==> src/rtl/alu_pkg.sv <==
// Shared definitions for the pipelined BIST ALU.
// Holds the op encodings and the flag bit positions used by the response compactor.
package alu_pkg;

    typedef enum logic [1:0] {
        ALU_AND = 2'b00,
        ALU_OR  = 2'b01,
        ALU_ADD = 2'b10,
        ALU_SUB = 2'b11
    } alu_op_e;

    localparam int FLAG_C = 0;
    localparam int FLAG_Z = 1;
    localparam int FLAG_N = 2;
    localparam int FLAG_V = 3;
    localparam int FLAG_W = 4;

    function automatic logic op_is_sub(input logic [1:0] sel);
        return sel == ALU_SUB;
    endfunction

endpackage

==> src/rtl/alu_seg.sv <==
// Combinational SEG-bit ALU slice.
// SUB inverts b locally; the caller supplies the carry-in (1 for the lowest SUB slice).
module alu_seg #(
    parameter int SEG = 8
) (
    input  logic [SEG-1:0] a,
    input  logic [SEG-1:0] b,
    input  logic           cin,
    input  logic [1:0]     alu_sel,
    output logic [SEG-1:0] result,
    output logic           cout
);
    import alu_pkg::*;

    logic [SEG-1:0] b_eff;
    logic [SEG:0]   sum;

    always_comb begin
        b_eff  = op_is_sub(alu_sel) ? ~b : b;
        sum    = {1'b0, a} + {1'b0, b_eff} + {{SEG{1'b0}}, cin};
        result = sum[SEG-1:0];
        cout   = sum[SEG];
        case (alu_sel)
            ALU_AND: begin
                result = a & b;
                cout   = 1'b0;
            end
            ALU_OR: begin
                result = a | b;
                cout   = 1'b0;
            end
            default: ;
        endcase
    end

endmodule

==> src/rtl/alu_pipe.sv <==
// Pipelined ALU: the carry chain is cut into STAGES registered segments with a
// valid/ready handshake; every stage advances together when the output can move.
module alu_pipe #(
    parameter int WIDTH  = 16,
    parameter int STAGES = 2
) (
    input  logic             clk,
    input  logic             rst,
    input  logic             in_valid,
    output logic             in_ready,
    input  logic [WIDTH-1:0] a,
    input  logic [WIDTH-1:0] b,
    input  logic [1:0]       alu_sel,
    output logic             out_valid,
    input  logic             out_ready,
    output logic [WIDTH-1:0] result,
    output logic             cout,
    output logic             zero,
    output logic             neg,
    output logic             ovf
);
    import alu_pkg::*;

    localparam int SEG  = WIDTH / STAGES;
    localparam int LAST = STAGES - 1;
    localparam int MID  = (STAGES > 1) ? STAGES - 1 : 1;

    logic adv;

    logic             stg_valid  [STAGES];
    logic [WIDTH-1:0] stg_a      [STAGES];
    logic [WIDTH-1:0] stg_b      [STAGES];
    logic [1:0]       stg_sel    [STAGES];
    logic             stg_cin    [STAGES];
    logic [WIDTH-1:0] stg_res_in [STAGES];
    logic [SEG-1:0]   seg_res    [STAGES];
    logic             seg_cout   [STAGES];

    // Inter-stage registers: operands are kept right-aligned so the next slice
    // always reads the low SEG bits; partial results fill in from the top.
    logic             mid_valid_q [MID];
    logic             mid_valid_d [MID];
    logic [WIDTH-1:0] mid_a_q     [MID];
    logic [WIDTH-1:0] mid_a_d     [MID];
    logic [WIDTH-1:0] mid_b_q     [MID];
    logic [WIDTH-1:0] mid_b_d     [MID];
    logic [1:0]       mid_sel_q   [MID];
    logic [1:0]       mid_sel_d   [MID];
    logic             mid_carry_q [MID];
    logic             mid_carry_d [MID];
    logic [WIDTH-1:0] mid_res_q   [MID];
    logic [WIDTH-1:0] mid_res_d   [MID];

    logic             out_valid_q, out_valid_d;
    logic [WIDTH-1:0] result_q, result_d;
    logic             cout_q, cout_d;
    logic             zero_q, zero_d;
    logic             neg_q, neg_d;
    logic             ovf_q, ovf_d;

    logic [WIDTH+SEG-1:0] merged;
    logic                 a_msb;
    logic                 bp_msb;

    assign adv       = !out_valid_q || out_ready;
    assign in_ready  = adv;
    assign out_valid = out_valid_q;
    assign result    = result_q;
    assign cout      = cout_q;
    assign zero      = zero_q;
    assign neg       = neg_q;
    assign ovf       = ovf_q;

    for (genvar k = 0; k < STAGES; k++) begin : g_stage
        if (k == 0) begin : g_head
            assign stg_valid[k]  = in_valid;
            assign stg_a[k]      = a;
            assign stg_b[k]      = b;
            assign stg_sel[k]    = alu_sel;
            assign stg_cin[k]    = op_is_sub(alu_sel);
            assign stg_res_in[k] = '0;
        end else begin : g_body
            assign stg_valid[k]  = mid_valid_q[k-1];
            assign stg_a[k]      = mid_a_q[k-1];
            assign stg_b[k]      = mid_b_q[k-1];
            assign stg_sel[k]    = mid_sel_q[k-1];
            assign stg_cin[k]    = mid_carry_q[k-1];
            assign stg_res_in[k] = mid_res_q[k-1];
        end

        alu_seg #(.SEG(SEG)) u_seg (
            .a       (stg_a[k][SEG-1:0]),
            .b       (stg_b[k][SEG-1:0]),
            .cin     (stg_cin[k]),
            .alu_sel (stg_sel[k]),
            .result  (seg_res[k]),
            .cout    (seg_cout[k])
        );
    end

    always_comb begin
        for (int k = 0; k < MID; k++) begin
            mid_valid_d[k] = 1'b0;
            mid_a_d[k]     = '0;
            mid_b_d[k]     = '0;
            mid_sel_d[k]   = '0;
            mid_carry_d[k] = 1'b0;
            mid_res_d[k]   = '0;
        end
        for (int k = 0; k < LAST; k++) begin
            merged         = {seg_res[k], stg_res_in[k]};
            mid_valid_d[k] = stg_valid[k];
            mid_a_d[k]     = stg_a[k] >> SEG;
            mid_b_d[k]     = stg_b[k] >> SEG;
            mid_sel_d[k]   = stg_sel[k];
            mid_carry_d[k] = seg_cout[k];
            mid_res_d[k]   = merged[WIDTH+SEG-1:SEG];
        end

        merged      = {seg_res[LAST], stg_res_in[LAST]};
        result_d    = merged[WIDTH+SEG-1:SEG];
        out_valid_d = stg_valid[LAST];
        cout_d      = seg_cout[LAST];
        zero_d      = (result_d == '0);
        neg_d       = result_d[WIDTH-1];
        // The top slice still holds the operand MSBs; b is taken after SUB inversion.
        a_msb       = stg_a[LAST][SEG-1];
        bp_msb      = stg_b[LAST][SEG-1] ^ op_is_sub(stg_sel[LAST]);
        ovf_d       = (stg_sel[LAST] == ALU_ADD || stg_sel[LAST] == ALU_SUB)
                      && (a_msb == bp_msb) && (result_d[WIDTH-1] != a_msb);
    end

    always_ff @(posedge clk) begin
        if (rst) begin
            for (int k = 0; k < MID; k++) begin
                mid_valid_q[k] <= 1'b0;
                mid_a_q[k]     <= '0;
                mid_b_q[k]     <= '0;
                mid_sel_q[k]   <= '0;
                mid_carry_q[k] <= 1'b0;
                mid_res_q[k]   <= '0;
            end
            out_valid_q <= 1'b0;
            result_q    <= '0;
            cout_q      <= 1'b0;
            zero_q      <= 1'b0;
            neg_q       <= 1'b0;
            ovf_q       <= 1'b0;
        end else if (adv) begin
            for (int k = 0; k < MID; k++) begin
                mid_valid_q[k] <= mid_valid_d[k];
                mid_a_q[k]     <= mid_a_d[k];
                mid_b_q[k]     <= mid_b_d[k];
                mid_sel_q[k]   <= mid_sel_d[k];
                mid_carry_q[k] <= mid_carry_d[k];
                mid_res_q[k]   <= mid_res_d[k];
            end
            out_valid_q <= out_valid_d;
            result_q    <= result_d;
            cout_q      <= cout_d;
            zero_q      <= zero_d;
            neg_q       <= neg_d;
            ovf_q       <= ovf_d;
        end
    end

endmodule

==> config.mk <==
export PLATFORM = sky130hd
export DESIGN_NAME = alu_pipe
export DESIGN_NICKNAME = d
export VERILOG_FILES = /design/src/rtl/alu_pkg.sv /design/src/rtl/alu_seg.sv /design/src/rtl/alu_pipe.sv
export SDC_FILE = /design/constraint.sdc
export NUM_CORES = 1
export LEC_CHECK = 0
export CELL_PAD_IN_SITES_DETAIL_PLACEMENT = 0
export CELL_PAD_IN_SITES_GLOBAL_PLACEMENT = 1
export CORE_MARGIN = 2
export CORE_UTILIZATION = 30
export DETAILED_ROUTE_END_ITERATION = 12
export DONT_BUFFER_PORTS = 1
export PLACE_DENSITY_LB_ADDON = 0.1
export SLEW_MARGIN = 20
export SYNTH_ARGS = -nofsm -noshare
export SYNTH_HDL_FRONTEND = slang
export SYNTH_SLANG_ARGS = --single-unit
==> constraint.sdc <==
create_clock -name clk -period 2.93 [get_ports clk]
set_input_delay 0.293 -clock clk [delete_from_list [all_inputs] [get_ports clk]]
set_output_delay 0.293 -clock clk [all_outputs]
set_load 0.02 [all_outputs]
==> flow_metrics.tcl <==
set metrics [dict create \
    clock_insertion_delay_worst_skew_ns 0.31 \
    remaining_drc_errors 0 \
    wire_length_of_the_first_global_routing_pass_mm 11.8 \
    largest_incremental_delay_on_the_critical_path_ns 0.45 \
    final_layout_size_suffix_gt1_frac 0.0755 \
    routed_vias 2198 \
    postPlaceCellArea_mm2 0.00314 \
    detailedPlace.worstSlack_ns 0.154 \
    design_area_mm2 0.00327 \
    detailedRoute.firstPassIterationCount 4 \
    synth_sequential_area_ratio 0.412 \
    syn_to_final_growth_pct 8.57 \
    rsz0062_at_grt "false" \
    final_number_of_max_transition_violations 0 \
    min_period_ns 2.79 \
    ys_ff_latch 48 \
    detailedPlacementHpwl_mm 5.56 \
    timing.max_cap.violations 0 \
    synth-edff-count 28 \
    die_width_um 104 \
    relSlewSlack 0.601 \
    max_clock_freq_mhz 359 \
    async_reset_ff_frac 0 \
    coreArea_mm2 0.00977 \
    seq_area_mm2 0.00124 \
    cp.required_ns 3.13 \
    clock_path_buffers 2 \
    initial_core_util 0.308 \
    cp_slowest_cell "sky130_fd_sc_hd__fa_1" \
    cts_made_buffers 5 \
    postCtsSetupRepairBufs 0 \
    multiInputGateArea_mm2 0.00164 \
    clk_pin_slew_ns 0.11 \
    critPathMaxFanout 8 \
    timing.final.ws_setup_ns 0.144 \
    synthesis.nets 378 \
    max_slew.worst_pin.slew_ns 0.598 \
    fin_setup_tns_ns 0 \
    run_status "finished, final reports clean" \
    overall_die_area_mm2 0.0108 \
    crit_chain "nand2_4 -> xor2_1 -> fa_1 -> fa_1 -> nand2b_1 -> a21oi_1 -> o21ai_0 -> nor3b_1 -> o31a_1 -> a32o_1" \
    detail_route.iter0.violations 88 \
    drt.antenna.violating_nets 0 \
    cts-root-buf "sky130_fd_sc_hd__clkbuf_8" \
    cts_hold_buf 0 \
    initial_antenna_violation_count 0 \
    post_layout_nonfiller_instances 451 \
    die_height_um 104 \
    min-delay-path-class "input port to register" \
    floorplan.rows 36 \
    final.fill_count 1040 \
    gp_routability_congestion 0.740 \
    cts_htree_levels 2 \
    critical_path.startpoint_type "register" \
    pwr_density_cell_mw_per_mm2 532 \
    yosysWarningCount 0 \
    p_leak_nw 1.23 \
    pin_count 60 \
    hold_viol 0 \
    fin_crit_sh 0.951 \
    cts_sinks 48 \
    tritoncts "built" \
    grt_overflow 0 \
    setup_violations 0 \
    finalWirelength_mm 7.26 \
    ys_dominant_reg_cell "sky130_fd_sc_hd__edfxtp_1" \
    route.detailed.vias_per_inst 4.87 \
    clock_skew_ns 0.0219 \
    global_route.usage.total 0.136 \
    syn_avg_cell_area_um2 9.37 \
    crit_arrival_ns 2.99 \
    diodes 0 \
    fin_nets 374 \
    dp_cells 443 \
    worstSetupPathType "register to register" \
    portBuffers 0 \
    cell_variety_after_synth 55 \
    worst_path_most_repeated_cell "sky130_fd_sc_hd__fa_1" \
    ir_worst_vdd_mv 0.288 \
    grt_start_max_net_pins 29 \
    synth_cells 321 \
    grt_pass1_vias 2176 \
    postCtsResizedCells 0 \
    routedWlPerCell_um 16.1 \
    synthesized_area_mm2 0.00301 \
    critPathCaptureType "register" \
]
-- final cells by class --
| class | instances | share of cell area |
|---|---|---|
| clock buffer | 7 | 0.0364 |
| clock inverter | 1 | 0.00268 |
| inverter | 12 | 0.0138 |
| multi-input combinational | 244 | 0.502 |
| sequential | 48 | 0.380 |
| tap | 133 | 0.0509 |
| timing repair buffer | 6 | 0.0138 |
-- cell families after synthesis --
logic type / synth area share
fa+ha+maj: 0.107
flops: 0.412
xor+xnor: 0.0640
compound gates: 0.178
simple gates: 0.194
buf+inv: 0.0445
-- report_power, final --
| part | internal (mW) | total, mW | switching (mW) |
|---|---|---|---|
| logic | 0.161 | 0.370 | 0.208 |
| registers | 0.776 | 0.846 | 0.0705 |
| clock network | 0.275 | 0.521 | 0.246 |
-- worst max-delay path: cells and delay by family, from the launching register on --
family | cells | cell delay (ns)
compound gates | 4 | 0.76
xor+xnor | 1 | 0.10
fa+ha+maj | 2 | 0.87
flops | 1 | 0.43
simple gates | 3 | 0.53
-- metal layers --
layer  GRT usage  vias to the layer above  part of all wire
met5           0                        -                 0
met4      0.0290                        0            0.0069
met3      0.0282                        2             0.044
met2       0.198                       50              0.42
met1       0.206                     1014              0.52
li1            -                     1132                 -
-- worst paths after layout --
path / startpoint / endpoint / slack (ns) / depth (start not counted)
min: rst / result[11] / 0.03 / 1
max: mid_sel_q[0][1] / zero / 0.14 / 10
min reg2reg: mid_valid_q[0] / out_valid / 0.50 / 2
max reg2reg: mid_sel_q[0][1] / zero / 0.14 / 10
-- synth_stat cells (4+ instances only) --
library cell,count,area share
sky130_fd_sc_hd__a21oi_1,36,0.060
sky130_fd_sc_hd__nor2_1,32,0.040
sky130_fd_sc_hd__nand2_1,31,0.039
sky130_fd_sc_hd__edfxtp_1,28,0.28
sky130_fd_sc_hd__dfxtp_1,20,0.13
sky130_fd_sc_hd__and2_1,19,0.039
sky130_fd_sc_hd__xnor2_1,18,0.052
sky130_fd_sc_hd__ha_1,16,0.067
sky130_fd_sc_hd__o21ai_0,13,0.022
sky130_fd_sc_hd__inv_1,12,0.015
sky130_fd_sc_hd__clkbuf_1,8,0.010
sky130_fd_sc_hd__a211oi_1,7,0.017
sky130_fd_sc_hd__nand2b_1,6,0.012
sky130_fd_sc_hd__nor3_1,6,0.010
sky130_fd_sc_hd__buf_2,5,0.0083
sky130_fd_sc_hd__maj3_1,5,0.017
sky130_fd_sc_hd__xor2_1,4,0.012
-- metrics by stage --
| step | utilization | hold WS, ns | total power [mW] |
|---|---|---|---|
| after detailed placement | 0.321 | 0.368 | 1.24 |
| after global placement | 0.321 | 0.367 | 1.24 |
| final | 0.334 | 0.0331 | 1.74 |
| after floorplan | - | 0.433 | 1.16 |
| after CTS | 0.334 | 0.0245 | 1.76 |
| after global routing | 0.334 | 0.0204 | 1.84 |
-- registers in the layout, summed over array words and instances, names as in the netlist --
signal       count
mid_sel_q        2
result          15
mid_valid_q      1
neg              1
mid_res_q        8
zero             1
mid_b_q          8
ovf              1
mid_a_q          8
mid_carry_q      1
cout             1
out_valid        1
-- layout by cell type (no fill, tap or decap), drive strengths merged, types with 3 or more instances in the layout --
| cell type | instances |
|---|---|
| nand2b | 6 |
| nand2 | 32 |
| xor2 | 4 |
| buf | 6 |
| clkbuf | 7 |
| nor3 | 6 |
| inv | 13 |
| dfxtp | 20 |
| nand4b | 3 |
| and2 | 19 |
| a211oi | 7 |
| xnor2 | 18 |
| edfxtp | 28 |
| o21ai | 15 |
| a31oi | 3 |
| nor2 | 33 |
| maj3 | 6 |
| a21oi | 37 |
| fa | 3 |
| nor4 | 3 |
| nand3 | 3 |
| ha | 16 |
Power figures use the tool's default switching activity.
